File: config.mk
export PLATFORM = sky130hd
export DESIGN_NAME = fib_request_sequencer
export DESIGN_NICKNAME = d
export VERILOG_FILES = /design/src/rtl/fib_request_sequencer.sv
export SDC_FILE = /design/constraint.sdc
export NUM_CORES = 1
export LEC_CHECK = 0
export BUFFER_PORTS_ARGS = -buffer_cell sky130_fd_sc_hd__buf_2
export CORE_MARGIN = 8
export CORE_UTILIZATION = 55
export CTS_CLUSTER_DIAMETER = 50
export DETAILED_ROUTE_END_ITERATION = 8
export GPL_ROUTABILITY_DRIVEN = 0
export GPL_TIMING_DRIVEN = 0
export PLACE_DENSITY = 0.8
export SYNTH_ARGS = -nofsm -noshare
export SYNTH_HDL_FRONTEND = slang
export SYNTH_SLANG_ARGS = --single-unit
File: constraint.sdc
create_clock -name clk -period 4.41 [get_ports clk]
set_input_delay 0.882 -clock clk [delete_from_list [all_inputs] [get_ports clk]]
set_output_delay 0.882 -clock clk [all_outputs]
set_load 0.02 [all_outputs]
File: src/rtl/fib_request_sequencer.sv
// Request front-end for the Fibonacci control unit: queues indices, launches one
// computation at a time, and returns each result (or a timeout abort) over valid/ready.
module fib_request_sequencer #(
    parameter int unsigned N_WIDTH   = 5,
    parameter int unsigned RES_WIDTH = 32,
    parameter int unsigned DEPTH     = 4,
    parameter int unsigned TIMEOUT   = 64
) (
    input  logic                     clk,
    input  logic                     reset,
    input  logic                     req_valid,
    output logic                     req_ready,
    input  logic [N_WIDTH-1:0]       req_n,
    output logic                     rsp_valid,
    input  logic                     rsp_ready,
    output logic [N_WIDTH-1:0]       rsp_n,
    output logic [RES_WIDTH-1:0]     rsp_value,
    output logic                     rsp_timeout,
    output logic                     go,
    output logic [N_WIDTH-1:0]       count_to,
    input  logic                     done,
    input  logic [RES_WIDTH-1:0]     fib_value,
    output logic                     busy,
    output logic [$clog2(DEPTH):0]   req_count
);

    localparam int unsigned PTR_W = $clog2(DEPTH);
    localparam int unsigned CNT_W = $clog2(DEPTH) + 1;
    localparam int unsigned TMR_W = $clog2(TIMEOUT);

    typedef enum logic [2:0] {
        ST_IDLE,
        ST_LAUNCH,
        ST_WAIT,
        ST_RESP,
        ST_DRAIN
    } state_t;

    state_t state, state_next;

    logic [N_WIDTH-1:0] fifo_mem [DEPTH];
    logic [PTR_W-1:0]   wr_ptr, rd_ptr;
    logic [CNT_W-1:0]   count;
    logic               full, empty, push, pop;

    logic [TMR_W-1:0]     timer, timer_next;
    logic [N_WIDTH-1:0]   count_to_next, rsp_n_next;
    logic [RES_WIDTH-1:0] rsp_value_next;
    logic                 rsp_valid_next, rsp_timeout_next;

    // req_ready comes from the registered count only, so a full FIFO refuses
    // a push even in the cycle it is being popped.
    assign full      = (count == CNT_W'(DEPTH));
    assign empty     = (count == '0);
    assign req_ready = !full;
    assign push      = req_valid && !full;
    assign pop       = (state == ST_IDLE) && !empty;
    assign req_count = count;

    always_ff @(posedge clk) begin
        if (push) begin
            fifo_mem[wr_ptr] <= req_n;
        end
    end

    always_ff @(posedge clk) begin
        if (reset) begin
            wr_ptr <= '0;
            rd_ptr <= '0;
            count  <= '0;
        end else begin
            if (push) begin
                wr_ptr <= wr_ptr + PTR_W'(1);
            end
            if (pop) begin
                rd_ptr <= rd_ptr + PTR_W'(1);
            end
            unique case ({push, pop})
                2'b10:   count <= count + CNT_W'(1);
                2'b01:   count <= count - CNT_W'(1);
                default: count <= count;
            endcase
        end
    end

    always_ff @(posedge clk) begin
        if (reset) begin
            state       <= ST_IDLE;
            timer       <= '0;
            count_to    <= '0;
            rsp_n       <= '0;
            rsp_value   <= '0;
            rsp_valid   <= 1'b0;
            rsp_timeout <= 1'b0;
        end else begin
            state       <= state_next;
            timer       <= timer_next;
            count_to    <= count_to_next;
            rsp_n       <= rsp_n_next;
            rsp_value   <= rsp_value_next;
            rsp_valid   <= rsp_valid_next;
            rsp_timeout <= rsp_timeout_next;
        end
    end

    always_comb begin
        state_next       = state;
        timer_next       = timer;
        count_to_next    = count_to;
        rsp_n_next       = rsp_n;
        rsp_value_next   = rsp_value;
        rsp_valid_next   = rsp_valid;
        rsp_timeout_next = rsp_timeout;
        go               = 1'b0;
        busy             = (state != ST_IDLE);

        unique case (state)
            ST_IDLE: begin
                if (!empty) begin
                    count_to_next = fifo_mem[rd_ptr];
                    rsp_n_next    = fifo_mem[rd_ptr];
                    state_next    = ST_LAUNCH;
                end
            end
            ST_LAUNCH: begin
                go         = 1'b1;
                timer_next = '0;
                state_next = ST_WAIT;
            end
            ST_WAIT: begin
                timer_next = timer + TMR_W'(1);
                // done has priority over a timeout expiring in the same cycle
                if (done) begin
                    rsp_value_next   = fib_value;
                    rsp_timeout_next = 1'b0;
                    rsp_valid_next   = 1'b1;
                    state_next       = ST_RESP;
                end else if (timer == TMR_W'(TIMEOUT - 1)) begin
                    rsp_value_next   = '0;
                    rsp_timeout_next = 1'b1;
                    rsp_valid_next   = 1'b1;
                    state_next       = ST_RESP;
                end
            end
            ST_RESP: begin
                if (rsp_ready) begin
                    rsp_valid_next = 1'b0;
                    state_next     = ST_DRAIN;
                end
            end
            ST_DRAIN: begin
                // a long done must fall before the next launch, or it would
                // complete the following request instantly
                if (!done) begin
                    state_next = ST_IDLE;
                end
            end
            default: begin
                state_next = ST_IDLE;
            end
        endcase
    end

endmodule

Word level (Yosys, flattened, before mapping)
Memory sizes are Yosys's and may differ from the RTL's. A register that Yosys moved wholly into a read port is not among the register bits.
Cells that the tools add are included.
- register bits: 50
- memory bits (writable): 20
- bits of input ports: 42
- output and inout bits: 50
- word-level logic and storage cells: 60
- memories: 1
- memory list (memory ; words ; bits a word ; read ports ; clocked after Yosys merged registers in ; write ports ; RTL line ; RTL):
    fifo_mem ; 4 ; 5 ; 1 ; 1 ; 1 ; 41 ; logic [N_WIDTH-1:0] fifo_mem [DEPTH];
- $add $sub $neg: 5
- equality and inequality tests: 12
- mux-type cells: 18
- bitwise logic cells: 1
- reduce and logical (&&, ||, !) cells: 15
- operators by type and width (operator ; count):
    32-bit 2-to-1 mux ; 2
    3-bit 2-to-1 mux ; 5
    3-bit case mux with 5 select lines ; 1
    6-bit case mux with 2 select lines ; 1
    2-bit nonzero test ; 4
    1-bit 2-to-1 mux ; 7
    6-bit by 1-bit adder with 6-bit output (second input constant) ; 1
    3-bit by 2-bit == test with 1-bit output (second input constant) ; 2
    3-bit == test (second input constant) ; 2
    6-bit == test (second input constant) ; 1
    3-bit logical NOT ; 2
    2-bit != test (second input constant) ; 3
    3-bit case mux with 2 select lines ; 1
    2-bit by 1-bit adder with 2-bit output (second input constant) ; 2
    2-bit AND reduction ; 2
    4-bit AND reduction ; 1
    3-bit by 1-bit adder with 3-bit output (second input constant) ; 1
    3-bit by 1-bit == test with 1-bit output (second input constant) ; 1
    3-bit != test (second input constant) ; 1
    3-bit AND reduction ; 1
    3-bit nonzero test ; 1
    3-bit by 1-bit subtractor with 3-bit output (second input constant) ; 1
    2-bit by 1-bit == test with 1-bit output (second input constant) ; 1
    2-bit == test (second input constant) ; 1
    other kinds (4) ; 6

Logic depth before layout (Yosys ltp)
Gate-level depths: netlist (run 1).
- depth in word-level cells: 5
- depth in mapped cells: 9
- mapped depth without buffers: 8

Worst setup path after synthesis (run 1)
OpenSTA, ideal clock, no wires.
- path kind: flip-flop to flip-flop
- from: register count[0], in the netlist req_count[0]
- to: register count[2], in the netlist req_count[2]
- library setup time: 0.070 ns
- arrival: 2.322 ns
- setup slack: 2.017 ns
- stages on the path, launching flop included: 9
- path through: dfxtp_1 -> or3b_2 -> clkbuf_1 -> nand2_1 -> ha_1 -> fa_1 -> xnor2_1 -> or3_1 -> a21oi_1
- longest elaborated chain between the ends: 5
- elaborated cells between the ends (all ways): 12
- those cells by class: add/sub (2); eq/ne (3); mux (1); reduce/logical (6)
- ends and longest elaborated chain (element ; RTL line ; RTL):
    start: declaration ; 43 ; logic [CNT_W-1:0] count;
    start signal: assignment ; 79 ; 2'b10: count <= count + CNT_W'(1);
    start signal: assignment ; 80 ; 2'b01: count <= count - CNT_W'(1);
    start signal: assignment ; 81 ; default: count <= count;
    3-bit == test * ; 53 ; assign full = (count == CNT_W'(DEPTH));
    1-bit logical NOT * ; - ;
    named net req_ready ; 12 ; output logic req_ready,
    1-bit logical AND * ; 56 ; assign push = req_valid && !full;
    2-bit by 1-bit == test with 1-bit output / 2-bit == test (equally long branches) ; 78 ; unique case ({push, pop})
    3-bit case mux with 2 select lines / 2-bit nonzero test (equally long branches) ; - ;
Mark *: on every way through the listed nets, which the timed path passes. The rest lies on a longest branch.
A chain may end at the register's enable or synchronous reset.

Worst setup path after layout (run 1)
- from: register count[0], in the netlist req_count[0]
- to: register count[2], in the netlist req_count[2]
- longest elaborated chain between the ends: 5
- elaborated cells between the ends (all ways): 12
- those cells by class: add/sub (2); eq/ne (3); mux (1); reduce/logical (6)
- ends and longest elaborated chain (element ; RTL line ; RTL):
    3-bit logical NOT * ; 54 ; assign empty = (count == '0);
    1-bit logical NOT * ; - ;
    1-bit logical AND * ; 57 ; assign pop = (state == ST_IDLE) && !empty;
    named net pop ; 44 ; logic full, empty, push, pop;
    2-bit by 1-bit == test with 1-bit output / 2-bit == test (equally long branches) ; 78 ;
    3-bit case mux with 2 select lines / 2-bit nonzero test (equally long branches) ; - ;
Marked as above.

==> flow_metrics.tcl, run 1 <==
set metrics [dict create \
    drt_iter0_drc 255 \
    dieHeight_microns 95.9 \
    antenna_found_initial 0 \
    status "complete, no violations" \
    worst_pin_slew_ns 0.818 \
    grt_pass1_wl_microns 14500 \
    antenna_cells 0 \
    leakagePower_nw 1.72 \
    required_ns 4.69 \
    syn_area_sq_um 3510 \
    hold_violations 0 \
    grt_util_all_layers_pct 20.2 \
    period_share_pct 59.1 \
    synth_common_cells "dfxtp_1 (55), a21oi_1 (47), o21ai_0 (45), a22oi_1 (33), nor2b_1 (33)" \
    wl_per_cell_microns 16.7 \
    crit_slowest_cell "nor3_1" \
    cts_max_level 3 \
    rrSetupSlack_ns 1.80 \
    seqPwrFrac_pct 37.7 \
    remaining_drc_errors 0 \
    internal-power_mw 1.52 \
    hold_buffers 0 \
    insertion_delay_ns 0.36 \
    yosysMostFrequentCell "dfxtp_1" \
    yosysWarnings 0 \
    power.switching_uw 933 \
    hp-class "register to register" \
    dr.pass1.iters 5 \
    areaGrowthSynthToFinish_pct 21.7 \
    cts_buffer_depth 2 \
    max_freq_mhz 384 \
    arrival_ns 2.89 \
    skew_ns 0.00793 \
    synth_top_cells_by_area "dfxtp_1 (31%), edfxtp_1 (17%), a22oi_1 (7.0%)" \
    crit_path_end_kind "register" \
    vias 3227 \
    nets 515 \
    p_sw_share_pct 38.0 \
    place_ws_ns 1.75 \
    synth_nets 414 \
    dpl.hpwl_microns 6600 \
    start_util_pct 56.0 \
    grt_pass1_vias 3096 \
    synth_cells 365 \
    path_clk_slew_ns 0.08 \
    worst-path-max-fanout 9 \
    synth_edf_count 20 \
    cts_root_buffer "clkbuf_8" \
    rsz0062_at_grt "false" \
    tns_ns 0 \
    grt_overflow 0 \
    pin_count 92 \
    port_buffers 90 \
    slowest_delay_ns 0.69 \
    critPathTopFamily "simple AND/OR/NAND/NOR gates" \
    drive_gt1_share_pct 27.8 \
    synth-seq-cells 75 \
    dominantRegCellSynth "dfxtp_1" \
    yosysTopAreaCellShare_pct 31.3 \
    maxCapViolCount 0 \
    routed_via_density 5.89 \
    cts_resized 0 \
    synthArstFlopShare_pct 0 \
    cp_cell_sequence "nor3_1, nor2_1, ha_1, fa_1, xnor2_1, or3_1, a21oi_1" \
    dieArea_sq_um 9200 \
    maxSlewViolCount 0 \
    peakVddDrop_v 0.000394 \
    crit_buf_inv 0 \
    num_rows 29 \
    core_sq_um 6280 \
    ant_nets 0 \
    yosys.area.top_type "dfxtp_1" \
    power_frac_clock_pct 23.7 \
    final_util_pct 68.1 \
    ys_types 47 \
    worst_slack_ns 1.80 \
    clock_sinks 75 \
    wl_microns 9170 \
    synth.avg_cell_area_sq_um 9.63 \
    post-cts-setup-buffers 0 \
    period_minus_slack_ns 2.61 \
    pwr-share-comb_pct 38.6 \
    die_x_microns 95.9 \
    cts_tree "yes" \
    crit_type "register to register" \
    cts_made_buffers 9 \
    setup_viol 0 \
    seq_area_frac_synth_pct 48.4 \
    relSlewSlack_pct 45.1 \
    critPathLaunchType "register" \
    power_density_nw_per_um2 573 \
    grt_max_degree 14 \
]
## state kept, by name, indices dropped and copies added, names as in the netlist
register     cells
count_to         5
fifo_mem        20
rd_ptr           2
req_count        3
rsp_timeout      1
rsp_valid        1
rsp_value       32
state            3
timer            6
wr_ptr           2
## placed cells by master, fill, tap and decap left out, drive strengths merged, types with 3 or more instances in the layout
cell type,Yosys,layout
dfxtp,55,55
ha,6,6
inv,8,8
nor2b,33,33
and3,7,7
nand3,10,10
a21oi,47,47
clkbuf,22,31
edfxtp,20,20
clkinvlp,0,3
a22oi,33,33
mux4,5,5
nor3,3,3
nand2b,3,3
or3,5,5
or3b,4,4
a21o,4,4
o21ai,45,45
nor2,7,7
nand2,6,6
buf,15,105
## worst paths after layout
kind                  endpoint  cells after the start    startpoint
hold reg to reg    count_to[2]                      2   count_to[2]
setup reg to reg  req_count[2]                      7  req_count[0]
hold / removal     count_to[2]                      2   count_to[2]
setup / recovery  req_count[2]                      7  req_count[0]
## worst reg2reg max path, cell delays in order, from the launching register on
cell     delay [ns]
dfxtp_1        0.38
nor3_1         0.69
nor2_1         0.17
ha_1           0.28
fa_1           0.38
xnor2_1        0.14
or3_1          0.32
a21oi_1        0.17
## power by group through the flow
stage          sequential [mW]  clock [mW]  combinational [mW]
2_1_floorplan             1.02           0               0.582
3_3_place_gp             0.930           0               0.923
3_5_place_dp             0.938           0               0.950
4_1_cts                  0.924       0.587               0.955
5_1_grt                  0.943       0.615                1.04
6_report                 0.924       0.582               0.948
## stage by stage
step | cell area [sq um] | hold slack, ns | instances | power, mW
final | 4280 | 0.495 | 548 | 2.45
after CTS | 4280 | 0.496 | 548 | 2.47
after detailed placement | 4060 | 0.482 | 532 | 1.89
after floorplan | 3510 | 0.486 | 365 | 1.60
after global placement | 4060 | 0.477 | 532 | 1.85
after global routing | 4280 | 0.517 | 548 | 2.60
## logic make-up after synthesis
kind of cell,synth area share [%]
AOI/OAI and AO/OA,23.8
muxes,3.49
adders and majority gates,2.71
buffers and inverters,5.63
DFF,48.4
and+or+nand+nor,15.5
xor gates and xnor gates,0.498
## per-layer routing
layer | up-vias | track usage (%) | part of all wire [%]
met3 | 15 | 4.45 | 5.9
met5 | - | 0 | 0
met2 | 109 | 32.2 | 49
met4 | 0 | 10.1 | 1.8
met1 | 1563 | 25.4 | 43
li1 | 1540 | - | -
## layout make-up
type	instances	area, sq um
timing repair buffer	90	450
buffer	37	168
clock buffer	9	124
sequential	75	1700
tap	77	96.3
multi-input combinational	245	1620
inverter	8	30.0
clock inverter	7	92.6
fill	521	2000
Note: power is estimated with default switching activity, not from simulation.
==> run 2, diff against run 1 <==
Settings changed: CORE_UTILIZATION 55 to 53, PLACE_DENSITY 0.8 to 0.77.
Clock period 4.41 ns to 2.61 ns, I/O delays scaled along.
==> run 2 against run 1 <==
  * Critical path depth grew 1
  * Via count is 0.46% lower
  * Non-clock buffer count is the same
  * Critical path type unchanged
  * Largest cell class unchanged
==> flow_metrics.tcl, run 2 (synthesized netlist as in run 1, its figures left out) <==
set metrics [dict create \
    grt_pass1_wl_microns 15000 \
    crit_path_end_kind "register" \
    core_sq_um 6390 \
    fillers 517 \
    start_util_pct 55.0 \
    grt_overflow 0 \
    clock_sinks 75 \
    wl_per_cell_microns 17.0 \
    routed_via_density 5.86 \
    max_freq_mhz 426 \
    nets 515 \
    period_minus_slack_ns 2.34 \
    path_clk_slew_ns 0.08 \
    port_buffers 90 \
    critPathLaunchType "register" \
    worst-path-max-fanout 10 \
    cp_cell_sequence "or3b_2, clkbuf_1, nand2_1, ha_1, fa_1, xnor2_1, or3_1, a21oi_1" \
    hold_buffers 0 \
    required_ns 2.89 \
    dr.pass1.iters 4 \
    crit_slowest_cell "dfxtp_1" \
    leakagePower_nw 1.71 \
    remaining_drc_errors 0 \
    largest-register "rsp_value" \
    power_density_nw_per_um2 958 \
    setup_viol 0 \
    hp-class "input pin to register" \
    cts_made_buffers 9 \
    period_share_pct 89.8 \
    antenna_cells 0 \
    tns_ns 0 \
    arrival_ns 2.62 \
    areaGrowthSynthToFinish_pct 21.4 \
    slowest_delay_ns 0.49 \
    num_rows 29 \
    dieArea_sq_um 9490 \
    critPathTopFamily "adder cells" \
    relSlewSlack_pct 61.7 \
    die_x_microns 97.4 \
    wl_microns 9310 \
    cts_max_level 3 \
    grt_util_all_layers_pct 18.8 \
    maxCapViolCount 0 \
    worst_pin_slew_ns 0.574 \
    maxSlewViolCount 0 \
    multiInputGateArea_sq_um 1620 \
    status "complete, no violations" \
    fin_worst_hold_slack_ns 0.389 \
    ant_nets 0 \
    cts_tree "yes" \
    largestRegisters "rsp_value (32), fifo_mem (20), timer (6)" \
    antenna_found_initial 0 \
    seq_area_sq_um 1700 \
    grt_pass1_vias 3136 \
    insertion_delay_ns 0.35 \
    peakVddDrop_v 0.000614 \
    skew_ns 0.00601 \
    drive_gt1_share_pct 28.0 \
    pin_count 92 \
    grt_max_degree 15 \
    crit_buf_inv 1 \
    drt_iter0_drc 184 \
    dieHeight_microns 97.4 \
    dpl.hpwl_microns 6710 \
    cts_buffer_depth 2 \
    mostFrequentLayoutCells "buf_2 (98), dfxtp_1 (55), a21oi_1 (47)" \
    largest_reg_flops 32 \
    hold_violations 0 \
    final_common_cell "buf_2" \
    vias 3212 \
    rsz0062_at_grt "false" \
    crit_type "register to register" \
    rrSetupSlack_ns 0.27 \
    cts_root_buffer "clkbuf_8" \
]
run 2: changes by cell type in the layout (fill, tap and decap cells not counted), sizes merged:
cell    previous run  this run
inv                8        10
bufinv             2         1
clkinv             2         1
run 2: worst register-to-register path: stages, from the launching register on:
cell,delay (ns)
dfxtp_1,0.49
or3b_2,0.18
clkbuf_1,0.28
nand2_1,0.10
ha_1,0.25
fa_1,0.38
xnor2_1,0.14
or3_1,0.32
a21oi_1,0.14
run 2: final timing paths:
check / end / from / depth (start not counted)
min: fifo_mem[1][4] / req_n[4] / 1
max: req_count[2] / req_count[0] / 8
min reg2reg: count_to[4] / count_to[4] / 2
max reg2reg: req_count[2] / req_count[0] / 8
run 2: where the power goes:
part / internal (mW) / total, mW / leakage, nW / switching (mW)
sequential: 1.40 / 1.57 / 0.630 / 0.168
clock: 0.447 / 0.910 / 0.0924 / 0.463
combinational: 0.637 / 1.61 / 0.986 / 0.973
run 2: per-layer routing:
layer	GRT usage (%)	up-vias	share of wire (%)
met5	0	-	0
met4	6.76	0	1.7
met3	5.33	19	5.6
met2	30.7	98	48
met1	22.8	1554	45
li1	-	1541	-
run 2: timing repair:
item                       4_1_cts  5_1_grt
resized for setup                0        1
setup endpoints to repair        0        1
buffers inserted                 0        0
run 2: area by class of cell:
cell class | instances | share of cell area (%)
Inverter | 8 | 0.704
Sequential cell | 75 | 39.9
Tap cell | 77 | 2.26
Clock inverter | 7 | 1.79
Clock buffer | 9 | 2.90
Multi-Input combinational cell | 245 | 38.0
Timing Repair Buffer | 90 | 10.6
Buffer | 37 | 3.93
run 2: per-stage QoR:
stage / utilization, % / instances / power, mW / area (sq um) / setup slack (ns)
finish: 66.8 / 548 / 4.09 / 4270 / 0.265
global route: 66.8 / 548 / 4.34 / 4270 / 0.0752
CTS: 66.7 / 548 / 4.10 / 4260 / 0.0196
detailed placement: 63.6 / 532 / 3.19 / 4060 / 0.0538
global placement: 63.6 / 532 / 3.14 / 4060 / 0.134
floorplan: - / 365 / 2.71 / 3510 / 0.217
